<file path="src/rtl/tone_i2s_player.sv">
// -----------------------------------------------------------------------------
// tone_i2s_player
//
// Turns the song-table frequency word into a square-wave PCM sample and
// streams it to a Pmod I2S DAC. All audio timing lives here: the
// accumulator-based half-period generator, the 512-cycle frame divider and
// the I2S serializer. Each frame carries one held sample in both channels.
//
// Parameters
//   CLK_HZ    system clock frequency in Hz
//   MAX_TONE  highest audible tone in Hz; tone 0 or anything above is silence
//
// Ports
//   clk         system clock
//   rst_n       asynchronous active-low reset
//   tone        requested frequency in Hz (may change on any cycle)
//   volume      amplitude select 0..6, 7 behaves as 6
//   audio_mclk  DAC master clock, clk/4
//   audio_lrck  word select, clk/512 (low = left, high = right)
//   audio_sck   serial bit clock, clk/8
//   audio_sdin  serial data, MSB first, one-bit I2S delay
// -----------------------------------------------------------------------------
module tone_i2s_player #(
  parameter int unsigned CLK_HZ   = 100000000,
  parameter int unsigned MAX_TONE = 20000
) (
  input  logic        clk,
  input  logic        rst_n,
  input  logic [31:0] tone,
  input  logic [2:0]  volume,
  output logic        audio_mclk,
  output logic        audio_lrck,
  output logic        audio_sck,
  output logic        audio_sdin
);

  localparam logic [32:0] CLK_HZ_W = 33'(CLK_HZ);

  // Frame divider: one full frame (left + right) every 512 cycles.
  logic [8:0]  cnt;
  logic [4:0]  slot;

  // Tone generator state.
  logic [32:0] acc;
  logic [32:0] acc_n;
  logic        phase;

  // Sample path.
  logic        silence;
  logic [2:0]  vol_sat;
  logic [15:0] amp;
  logic [15:0] sample;
  logic [15:0] held;
  logic        sdin_n;

  // The I2S clocks are plain register bits of the divider, so they are
  // glitch-free and sit at 0 whenever cnt is held in reset.
  assign audio_mclk = cnt[1];
  assign audio_sck  = cnt[2];
  assign audio_lrck = cnt[8];
  assign slot       = cnt[7:3];

  assign silence = (tone == 32'd0) || (tone > MAX_TONE);

  // Adding twice the tone per cycle and wrapping at CLK_HZ toggles phase
  // 2*tone times per second, i.e. a square wave at tone Hz. Audible tones
  // keep acc below CLK_HZ + 2*MAX_TONE, well inside 33 bits.
  assign acc_n = acc + {tone, 1'b0};

  // NOTE: every signal driven in always_comb gets a default assignment
  // first, so no path through the block leaves it unassigned (no latch).
  always_comb begin
    vol_sat = volume;
    if (volume == 3'd7) vol_sat = 3'd6;
    amp = 16'h0100 << vol_sat;

    sample = 16'd0;
    if (!silence) sample = phase ? amp : (16'd0 - amp);

    // Slots 1..16 carry the held word MSB first; slot 0 is the I2S
    // one-bit delay and slots 17..31 pad the 32-slot half with zeros.
    sdin_n = 1'b0;
    if ((slot >= 5'd1) && (slot <= 5'd16)) sdin_n = held[4'(5'd16 - slot)];
  end

  // NOTE: sequential state is updated with non-blocking assignments so every
  // right-hand side sees the pre-edge value; held therefore captures the
  // sample built from the registered (pre-toggle) phase.
  always_ff @(posedge clk or negedge rst_n) begin
    if (!rst_n) begin
      cnt        <= '0;
      acc        <= '0;
      phase      <= 1'b0;
      held       <= '0;
      audio_sdin <= 1'b0;
    end else begin
      cnt <= cnt + 9'd1;

      // Silence clears the generator so the next note starts from phase 0;
      // it overrides a toggle that would otherwise happen this cycle.
      if (silence) begin
        acc   <= '0;
        phase <= 1'b0;
      end else if (acc_n >= CLK_HZ_W) begin
        acc   <= acc_n - CLK_HZ_W;
        phase <= ~phase;
      end else begin
        acc <= acc_n;
      end

      // Latch once per frame so volume or phase changes never split a word.
      if (cnt == 9'd511) held <= sample;

      // Registered from the current slot: data moves one cycle after the
      // sck falling edge and is stable across the following rising edge.
      audio_sdin <= sdin_n;
    end
  end

endmodule

</file>
<file path="config.mk">
export PLATFORM = sky130hd
export DESIGN_NAME = tone_i2s_player
export DESIGN_NICKNAME = d
export VERILOG_FILES = /design/src/rtl/tone_i2s_player.sv
export SDC_FILE = /design/constraint.sdc
export NUM_CORES = 1
export LEC_CHECK = 0
export CAP_MARGIN = 40
export CORE_MARGIN = 5
export CORE_UTILIZATION = 45
export CTS_BUF_LIST = sky130_fd_sc_hd__clkbuf_8
export DETAILED_ROUTE_END_ITERATION = 16
export SLEW_MARGIN = 25
export SYNTH_ARGS = -nofsm -noshare
export SYNTH_HDL_FRONTEND = slang
export SYNTH_SLANG_ARGS = --single-unit
</file>
<file path="constraint.sdc">
create_clock -name clk -period 4.9 [get_ports clk]
set_input_delay 0.98 -clock clk [delete_from_list [all_inputs] [get_ports clk]]
set_output_delay 0.98 -clock clk [all_outputs]
set_load 0.005 [all_outputs]
</file>
==> reports/results.ini, run 1 <==
[detailed_routing]
ant_nets = 0
finalWirelength_um = 14900
drtIter0Drc = 409
drc = 0
vias_per_cell = 6.06
wire_per_inst_um = 18.2
via_count = 4972
drtPass1Iterations = 5

[placed_design]
hpwl_um = 12200
io_buffers = 40
gp_congestion = 0.953

[cells_and_area]
layout-drive-gt1-share = 0.140
final_cell_mix = 60 x nand2_1, 60 x a21oi_1, 59 x buf_4
fin_nets = 754
area_growth_pct = 20.1
diodes = 0
fillers = 1022

[synthesis]
synthArstFlopShare = 1.00
netlist_area_sq_um = 4930
yosysSeqAreaShare = 0.259
ys_warn_count = 0
synth_seq_cells = 51
ys_types = 81
synthCells = 601
syn_nets = 676
ys.flop_type = dfrtp_1
postSynthAreaPerCell_sq_um = 8.20
synth_edf_count = 0

[pwr]
power_uw = 949
ir_drop_uv = 142
power.density_nw_per_um2 = 160
p_leak_uw = 0.00259

[min_path]
hold_path.class = flip-flop to flip-flop

[flow_run]
cap_violations = 0

[grt]
grt_antenna_before_repair = 0
grt_pass1_vias = 4823
overflow = 0
grt_max_degree = 52
track_usage = 0.232
grt_pass1_wl_um = 24400

[timing]
drv_slew = 0
period_share = 0.949
setup_viol = 0
skew_ns = 0.0151
hold_viol_final = 0
worst-slew-pin-transition_ns = 0.750
finalWorstPathRequiredPeriod_ns = 4.65
slew-limit-headroom = 0.496
max_freq_mhz = 215
rsz0062_at_grt = yes
hold-worst-slack_ns = 0.460

[worst_setup_path]
crit_buf_inv = 1
path_class = input pin to flip-flop
cpPeakStageDelay_ns = 0.50
cpMostUsedCell = a21oi_1
crit_arrival_ns = 4.90
endpoint_kind = flip-flop
crit_chain = clkdlybuf4s50_1, ha_1, fa_1, a21oi_1, o211ai_2, a21o_1, a21oi_1, xnor2_1, nor2_1, a221o_1, o211a_4, or4_1, a21oi_1
worstPathRequired_ns = 5.15
critPathTopFamily = compound AO/OA/AOI/OAI gates
crit_slowest_cell = or4_1
worstPathMaxFanout = 21
startpoint_type = input pin

[clock_tree]
cts_tree = yes
worstSkewPairLatency_ns = 0.32
clockBufferDepth = 2
cts_setup_buffers = 0
cts-buffers-inserted = 5
clk_pin_slew_ns = 0.10
cts-root-buf = clkbuf_8
htree_num_levels = 2
clkSinkCount = 51

[die]
start_util = 0.457
core_area_sq_um = 10800
die_h_um = 115
dieArea_sq_um = 13200
num_rows = 38
io_pins = 41
die_x_um = 115

[outcome]
outcome = completed

## state kept, by name, summed over array words and instances, names as in the netlist
register	cells
acc	32
audio_sdin	1
cnt	9
held	8
phase	1
## through the flow
stage               worst slack (ns)  area [sq um]  setup TNS (ns)  cells   util
floorplan                      0.731          4930               0    601      -
global placement              0.0198          5800               0    812  0.538
detailed placement           -0.0126          5800         -0.0278    812  0.538
CTS                            0.294          5920               0    820  0.549
global route                -0.00208          5920        -0.00208    820  0.549
finish                         0.250          5920               0    820  0.549
## path summary, 6_finish.rpt
check	start	end	slack (ns)	cells past startpoint
worst max-delay path	tone[0]	acc[22]	0.25	13
worst min-delay path	cnt[0]	cnt[0]	0.46	1
worst max register to register	acc[1]	acc[22]	1.00	12
worst min register to register	cnt[0]	cnt[0]	0.46	1
max in group asynchronous	rst_n	cnt[5]	3.67	2
min in group asynchronous	rst_n	acc[1]	0.77	2
## timing repair
item / 4_1_cts / 5_1_grt
hold buffers: 0 / 0
endpoints found under the setup margin: 0 / 1
hold endpoints to repair: 0 / 0
gates resized for setup: 0 / 0
## cell type report
class | count | area, sq um | share of cell area
clock buffer | 6 | 82.6 | 0.0139
clock inverter | 2 | 35.0 | 0.00592
inverter | 18 | 67.6 | 0.0114
multi-input combinational | 504 | 3450 | 0.582
sequential | 51 | 1280 | 0.216
tap | 140 | 175 | 0.0296
timing repair buffer | 99 | 838 | 0.142
## cells by family (layout without fill, tap and decap cells)
family | after synthesis | after routing | synth area share
DFF | 51 | 51 | 0.259
and+or+nand+nor | 222 | 222 | 0.230
adders and majority gates | 38 | 38 | 0.0979
muxes | 9 | 9 | 0.0244
AOI/OAI and AO/OA | 196 | 196 | 0.275
buffers and inverters | 46 | 125 | 0.0424
xor gates and xnor gates | 39 | 39 | 0.0708
## Yosys cell counts, types with 3 or more instances
library cell  count  area, sq um
o211ai_1          7         52.6
a21o_1           10         75.1
a2111o_1          3         33.8
o22ai_1           6         37.5
a211oi_1          8         60.1
nand2b_1          4         25.0
o21ai_0          30          150
xor2_1           12          105
mux2i_1           3         30.0
nor2b_1           4         25.0
nor4_1            8         50.1
ha_1             37          463
a22o_1            3         26.3
inv_1            18         67.6
or3_1            18          113
and3_1            6         37.5
nand2_1          60          225
o21a_1            8         60.1
buf_2            14         70.1
and4_1            5         43.8
or2_2             3         18.8
nand4_1          17          106
nor2_1           40          150
o21bai_1          4         30.0
mux2_2            3         33.8
o211ai_2          3         37.5
xnor2_1          26          228
nor3_1           13         65.1
o21ai_1           9         45.0
clkbuf_1         10         37.5
nand3_1          24          120
a21boi_0          3         22.5
and2_1            7         43.8
a21oi_1          60          300
dfrtp_1          51         1280
o32ai_1           3         26.3
a22oi_1           4         30.0
## per-layer routing
layer  GRT usage  vias to the layer above  wire (um)
met5           0                        -          0
met4      0.0760                        0        380
met3      0.0322                       24        853
met2       0.366                      168       6840
met1       0.328                     2366       6860
li1            -                     2414          -
## power breakdown
group,switching (uW),internal [uW],leakage (uW)
clock network,147,165,0.0000612
registers,0.000754,420,0.000662
logic,120,96.3,0.00187
(Power assumes the default switching activity.)
==> inputs of run 2 (changes only) <==
--- a/config.mk
+++ b/config.mk
@@ -6,10 +6,12 @@
 export NUM_CORES = 1
 export LEC_CHECK = 0
 export CAP_MARGIN = 40
+export CORE_ASPECT_RATIO = 1.2
 export CORE_MARGIN = 5
 export CORE_UTILIZATION = 45
 export CTS_BUF_LIST = sky130_fd_sc_hd__clkbuf_8
 export DETAILED_ROUTE_END_ITERATION = 16
+export GPL_ROUTABILITY_DRIVEN = 0
 export SLEW_MARGIN = 25
 export SYNTH_ARGS = -nofsm -noshare
 export SYNTH_HDL_FRONTEND = slang
==> run 2 against run 1 <==
Net effect: worst hold slack lost 0.015 ns; total power shrank 4.2%; flip-flop and latch count is the same.
==> reports/results.ini, run 2 (synthesis results as in run 1) <==
[outcome]
outcome = completed  ; unchanged

[die]
die_h_um = 125  ; was 115 um
core_area_sq_um = 10600  ; was 10,800 sq um
dieArea_sq_um = 13200  ; about the same
start_util = 0.464  ; was 0.457
num_rows = 41  ; was 38
die_x_um = 106  ; was 115 um
io_pins = 41  ; unchanged

[detailed_routing]
vias_per_cell = 6.08  ; was 6.06
wire_per_inst_um = 18.5  ; was 18.2 um
via_count = 4876  ; was 4,972
drc = 0  ; unchanged
finalWirelength_um = 14800  ; was 14,900 um
drtPass1Iterations = 4  ; was 5
ant_nets = 0  ; unchanged
drtIter0Drc = 288  ; was 409

[placed_design]
place_area_sq_um = 5740  ; was 5800 sq um
io_buffers = 40  ; unchanged
hpwl_um = 12000  ; was 12,200 um
dp.cells = 794  ; was 812

[grt]
track_usage = 0.228  ; was 0.232
grt_pass1_vias = 4783  ; was 4,823
grt_max_degree = 52  ; unchanged
overflow = 0  ; unchanged
grt_antenna_before_repair = 0  ; unchanged
grt_pass1_wl_um = 24300  ; was 24,400 um

[cells_and_area]
postLayoutCellArea_sq_um = 5830  ; was 5920 sq um
max_flop_register = acc  ; unchanged
top_regs = acc x32, cnt x9, held x8  ; unchanged
largest_register_ff_count = 32  ; unchanged
layout-drive-gt1-share = 0.131  ; was 0.140
final_cell_mix = 60 x nand2_1, 60 x a21oi_1, 52 x buf_4  ; was 60 x nand2_1, 60 x a21oi_1, 59 x buf_4
fin_util = 0.549  ; about the same
fin_cells = 802  ; was 820
fin_nets = 747  ; was 754
diodes = 0  ; unchanged
area_growth_pct = 18.3  ; was 20.1%

[timing]
worst-slew-pin-transition_ns = 0.670  ; was 0.750 ns
max_freq_mhz = 215  ; about the same
period_share = 0.951  ; was 0.949
skew_ns = 0.0136  ; was 0.0151 ns
drv_slew = 0  ; unchanged
hold_viol_final = 0  ; unchanged
slew-limit-headroom = 0.553  ; was 0.496
rsz0062_at_grt = no  ; was yes
finalWorstPathRequiredPeriod_ns = 4.66  ; was 4.65 ns
setup_viol = 0  ; unchanged

[worst_setup_path]
worstPathMaxFanout = 19  ; was 21
startpoint_type = input pin  ; unchanged
crit_chain = clkdlybuf4s50_1, ha_1, a21oi_1, o21ai_0, o21a_1, o21a_1, a221o_1, nand4_1, or3_4, o211a_4, buf_4, or3_1, a21oi_1  ; was clkdlybuf4s50_1, ha_1, fa_1, a21oi_1, o211ai_2, a21o_1, a21oi_1, xnor2_1, nor2_1, a221o_1, o211a_4, or4_1, a21oi_1
cpPeakStageDelay_ns = 0.52  ; was 0.50 ns
crit_buf_inv = 2  ; was 1
critPathTopFamily = compound AO/OA/AOI/OAI gates  ; unchanged
crit_slowest_cell = ha_1  ; was or4_1
crit_arrival_ns = 4.92  ; was 4.90 ns
path_class = input pin to flip-flop  ; unchanged
endpoint_kind = flip-flop  ; unchanged
worstPathRequired_ns = 5.16  ; was 5.15 ns

[clock_tree]
cts_tree = yes  ; unchanged
clkSinkCount = 51  ; unchanged
cts-buffers-inserted = 5  ; unchanged
worstSkewPairLatency_ns = 0.33  ; was 0.32 ns
clockBufferDepth = 2  ; unchanged
cts-root-buf = clkbuf_8  ; unchanged
ctsHoldBuffers = 0  ; unchanged
cts_resized = 0  ; unchanged
clk_pin_slew_ns = 0.11  ; was 0.10 ns
cts_setup_buffers = 0  ; unchanged
htree_num_levels = 2  ; unchanged

[pwr]
ir_drop_uv = 124  ; was 142 uV
p_leak_uw = 0.00255  ; was 0.00259 uW
power.density_nw_per_um2 = 156  ; was 160 nW/um^2

[min_path]
hold_path.class = flip-flop to flip-flop  ; unchanged

[flow_run]
cap_violations = 0  ; unchanged

==> run 2: cell types whose count changed in the layout (fill, tap and decap cells not counted), sizes merged <==
cell      previous run  this run
buf                 60        53
bufinv               1         0
clkbuf               6         5
clkinvlp             0         1
inv                 18        19
==> run 2: layer usage <==
layer,routed length [um],track usage,vias to the layer above
met3,563,0.0264,34
met4,717,0.106,0
met2,7170,0.385,131
met5,0,0,-
met1,6380,0.288,2317
li1,-,-,2394
==> run 2: where the power goes <==
group          internal, uW  switching (uW)  total [uW]
registers               421        0.000610         421
clock network           106             175         280
logic                  92.1             116         208
total                   618             291         909
==> run 2: final cells by class <==
type	instances	area, sq um
Sequential cell	51	1280
Tap cell	129	161
Inverter	18	67.6
Fill cell	1051	4790
Clock inverter	3	27.5
Clock buffer	5	68.8
Timing Repair Buffer	92	786
Multi-Input combinational cell	504	3450
==> run 2: metrics by stage <==
step / worst slack [ns] / setup TNS (ns) / total power, uW / hold slack, ns
CTS: 0.302 / 0 / 917 / 0.450
detailed placement: -0.0544 / -0.170 / 634 / 0.433
global route: 0.00255 / 0 / 950 / 0.483
global placement: -0.00342 / -0.00342 / 633 / 0.426
finish: 0.241 / 0 / 909 / 0.444
floorplan: 0.731 / 0 / 542 / 0.411
==> run 2: final timing paths <==
path	start	to	slack, ns	cells past startpoint
min reg2reg	cnt[0]	cnt[0]	0.44	1
max reg2reg	acc[14]	acc[11]	0.97	12
max in group asynchronous	rst_n	acc[18]	3.69	2
min in group asynchronous	rst_n	cnt[5]	0.76	2
min	cnt[0]	cnt[0]	0.44	1
max	tone[13]	acc[11]	0.24	13
==> inputs of run 3 (changes only) <==
--- a/config.mk
+++ b/config.mk
@@ -8,10 +8,13 @@
 export CAP_MARGIN = 40
 export CORE_ASPECT_RATIO = 1.2
 export CORE_MARGIN = 5
-export CORE_UTILIZATION = 45
+export CORE_UTILIZATION = 60
 export CTS_BUF_LIST = sky130_fd_sc_hd__clkbuf_8
+export CTS_CLUSTER_DIAMETER = 30
 export DETAILED_ROUTE_END_ITERATION = 16
 export GPL_ROUTABILITY_DRIVEN = 0
+export PLACE_DENSITY = 0.82
+export SKIP_CTS_REPAIR_TIMING = 1
 export SLEW_MARGIN = 25
 export SYNTH_ARGS = -nofsm -noshare
 export SYNTH_HDL_FRONTEND = slang
==> run 3 against run 2 <==
Net effect: worst hold slack lost 0.0024 ns; sequential share of layout area grew 0.65 points; non-clock buffer count down 17; core utilization is 15 points higher; critical path type unchanged; critical endpoint is now acc[32]; largest power group unchanged; highest routed layer unchanged.
==> reports/results.ini, run 3 (synthesis results as in run 1) <==
[placed_design]
io_buffers = 40  ; unchanged
dp.cells = 743  ; was 794
hpwl_um = 11200  ; was 12,000 um

[cells_and_area]
max_flop_register = acc  ; unchanged
fillers = 653  ; was 1,051
top_regs = acc x32, cnt x9, held x8  ; unchanged
layout-drive-gt1-share = 0.108  ; was 0.131
fin_nets = 730  ; was 747
fin_cells = 751  ; was 802
largest_register_ff_count = 32  ; unchanged
area_growth_pct = 14.9  ; was 18.3%
fin_util = 0.703  ; was 0.549
diodes = 0  ; unchanged
final_cell_mix = 60 x nand2_1, 60 x a21oi_1, 51 x dfrtp_1  ; was 60 x nand2_1, 60 x a21oi_1, 52 x buf_4

[detailed_routing]
finalWirelength_um = 14100  ; was 14,800 um
via_count = 5034  ; was 4,876
ant_nets = 0  ; unchanged
drtIter0Drc = 374  ; was 288
drtPass1Iterations = 5  ; was 4
wire_per_inst_um = 18.7  ; was 18.5 um
drc = 0  ; unchanged
vias_per_cell = 6.70  ; was 6.08

[timing]
worst-slew-pin-transition_ns = 0.701  ; was 0.670 ns
setup_viol = 0  ; unchanged
drv_slew = 0  ; unchanged
rsz0062_at_grt = no  ; unchanged
slew-limit-headroom = 0.529  ; was 0.553
period_share = 0.961  ; was 0.951
skew_ns = 0.00516  ; was 0.0136 ns
hold_viol_final = 0  ; unchanged
finalWorstPathRequiredPeriod_ns = 4.71  ; was 4.66 ns
max_freq_mhz = 212  ; was 215 MHz

[pwr]
p_leak_uw = 0.00247  ; was 0.00255 uW
power.density_nw_per_um2 = 158  ; was 156 nW/um^2
ir_drop_uv = 131  ; was 124 uV

[grt]
grt_pass1_wl_um = 23400  ; was 24,300 um
grtUsageMet3 = 0.0390  ; was 0.0264
busiest_layer = met2  ; unchanged
track_usage = 0.286  ; was 0.228
grt_max_degree = 52  ; unchanged
grt_pass1_vias = 4945  ; was 4,783
gr-usage-met2 = 0.502  ; was 0.385
overflow = 0  ; unchanged
grt_use_met1 = 0.348  ; was 0.288
grt_antenna_before_repair = 0  ; unchanged

[worst_setup_path]
crit_slowest_cell = nor3_1  ; was ha_1
reg2reg_to = acc[32]  ; was acc[11]
path_class = input pin to flip-flop  ; unchanged
reg2reg_depth = 13  ; was 12
ff2ff_setup_slack_ns = 0.95  ; was 0.97 ns
cpPeakStageDelay_ns = 0.54  ; was 0.52 ns
cp_num_cells = 14  ; was 13
crit_buf_inv = 2  ; unchanged
startpoint_type = input pin  ; unchanged
cp-startpoint = tone[0]  ; was tone[13]
cpMostUsedCell = a21oi_1
crit_arrival_ns = 4.95  ; was 4.92 ns
worstPathMaxFanout = 7  ; was 19
crit_path_end = acc[32]  ; was acc[11]
endpoint_kind = flip-flop  ; unchanged
worstPathRequired_ns = 5.14  ; was 5.16 ns
crit_chain = clkdlybuf4s50_1, ha_1, fa_1, a21oi_1, o211ai_2, a211oi_1, a21bo_1, xnor2_1, nand4_1, buf_4, nor3_1, o21ai_0, a21o_1, a21oi_1  ; was clkdlybuf4s50_1, ha_1, a21oi_1, o21ai_0, o21a_1, o21a_1, a221o_1, nand4_1, or3_4, o211a_4, buf_4, or3_1, a21oi_1
critPathTopFamily = compound AO/OA/AOI/OAI gates  ; unchanged
r2r_start = acc[1]  ; was acc[14]

[outcome]
outcome = completed  ; unchanged

[clock_tree]
cts-buffers-inserted = 5  ; unchanged
worstSkewPairLatency_ns = 0.31  ; was 0.33 ns
clkSinkCount = 51  ; unchanged
htree_num_levels = 2  ; unchanged
cts-root-buf = clkbuf_8  ; unchanged
clockBufferDepth = 2  ; unchanged
clk_pin_slew_ns = 0.11  ; about the same
cts_tree = yes  ; unchanged

[die]
num_rows = 36  ; was 41
die_x_um = 92.8  ; was 106 um
io_pins = 41  ; unchanged
die_h_um = 109  ; was 125 um
dieArea_sq_um = 10100  ; was 13,200 sq um
core_area_sq_um = 8060  ; was 10,600 sq um
start_util = 0.612  ; was 0.464

[min_path]
whs_path_depth = 1  ; unchanged
hold_path.class = flip-flop to flip-flop  ; unchanged

[flow_run]
cap_violations = 0  ; unchanged

[run 3: layout make-up]
type | count | area [sq um] | share of cell area
Inverter | 18 | 67.6 | 0.0119
Timing Repair Buffer | 75 | 658 | 0.116
Sequential cell | 51 | 1280 | 0.225
Tap cell | 95 | 119 | 0.0210
Multi-Input combinational cell | 504 | 3450 | 0.608
Clock inverter | 3 | 28.8 | 0.00508
Clock buffer | 5 | 68.8 | 0.0121
[run 3: worst min path at each step]
stage | startpoint | to
finish | cnt[0] | cnt[0]
global route | cnt[0] | cnt[0]
CTS | cnt[0] | cnt[0]
detailed placement | cnt[0] | cnt[0]
global placement | cnt[0] | cnt[0]
floorplan | cnt[0] | cnt[0]
[run 3: metal layers]
layer | share of wire | vias to the layer above
li1 | - | 2366
met1 | 0.39 | 2373
met2 | 0.50 | 250
met3 | 0.074 | 45
met4 | 0.041 | 0
met5 | 0 | -
[run 3: per-stage QoR]
| stage | total power (uW) | setup WS (ns) | setup TNS [ns] | area (sq um) | hold slack, ns |
|---|---|---|---|---|---|
| floorplan | 542 | 0.731 | 0 | 4930 | 0.411 |
| finish | 893 | 0.194 | 0 | 5660 | 0.442 |
| global route | 932 | 0.0143 | 0 | 5660 | 0.468 |
| CTS | 893 | 0.272 | 0 | 5660 | 0.449 |
| global placement | 621 | 0.0858 | 0 | 5570 | 0.430 |
| detailed placement | 627 | -0.0294 | -0.0643 | 5570 | 0.433 |
[run 3: where the power goes]
part	leakage [uW]	internal, uW	switching, uW
logic	0.00175	86.9	116
registers	0.000662	421	0.000620
clock network	0.0000502	106	163
total	0.00247	614	279
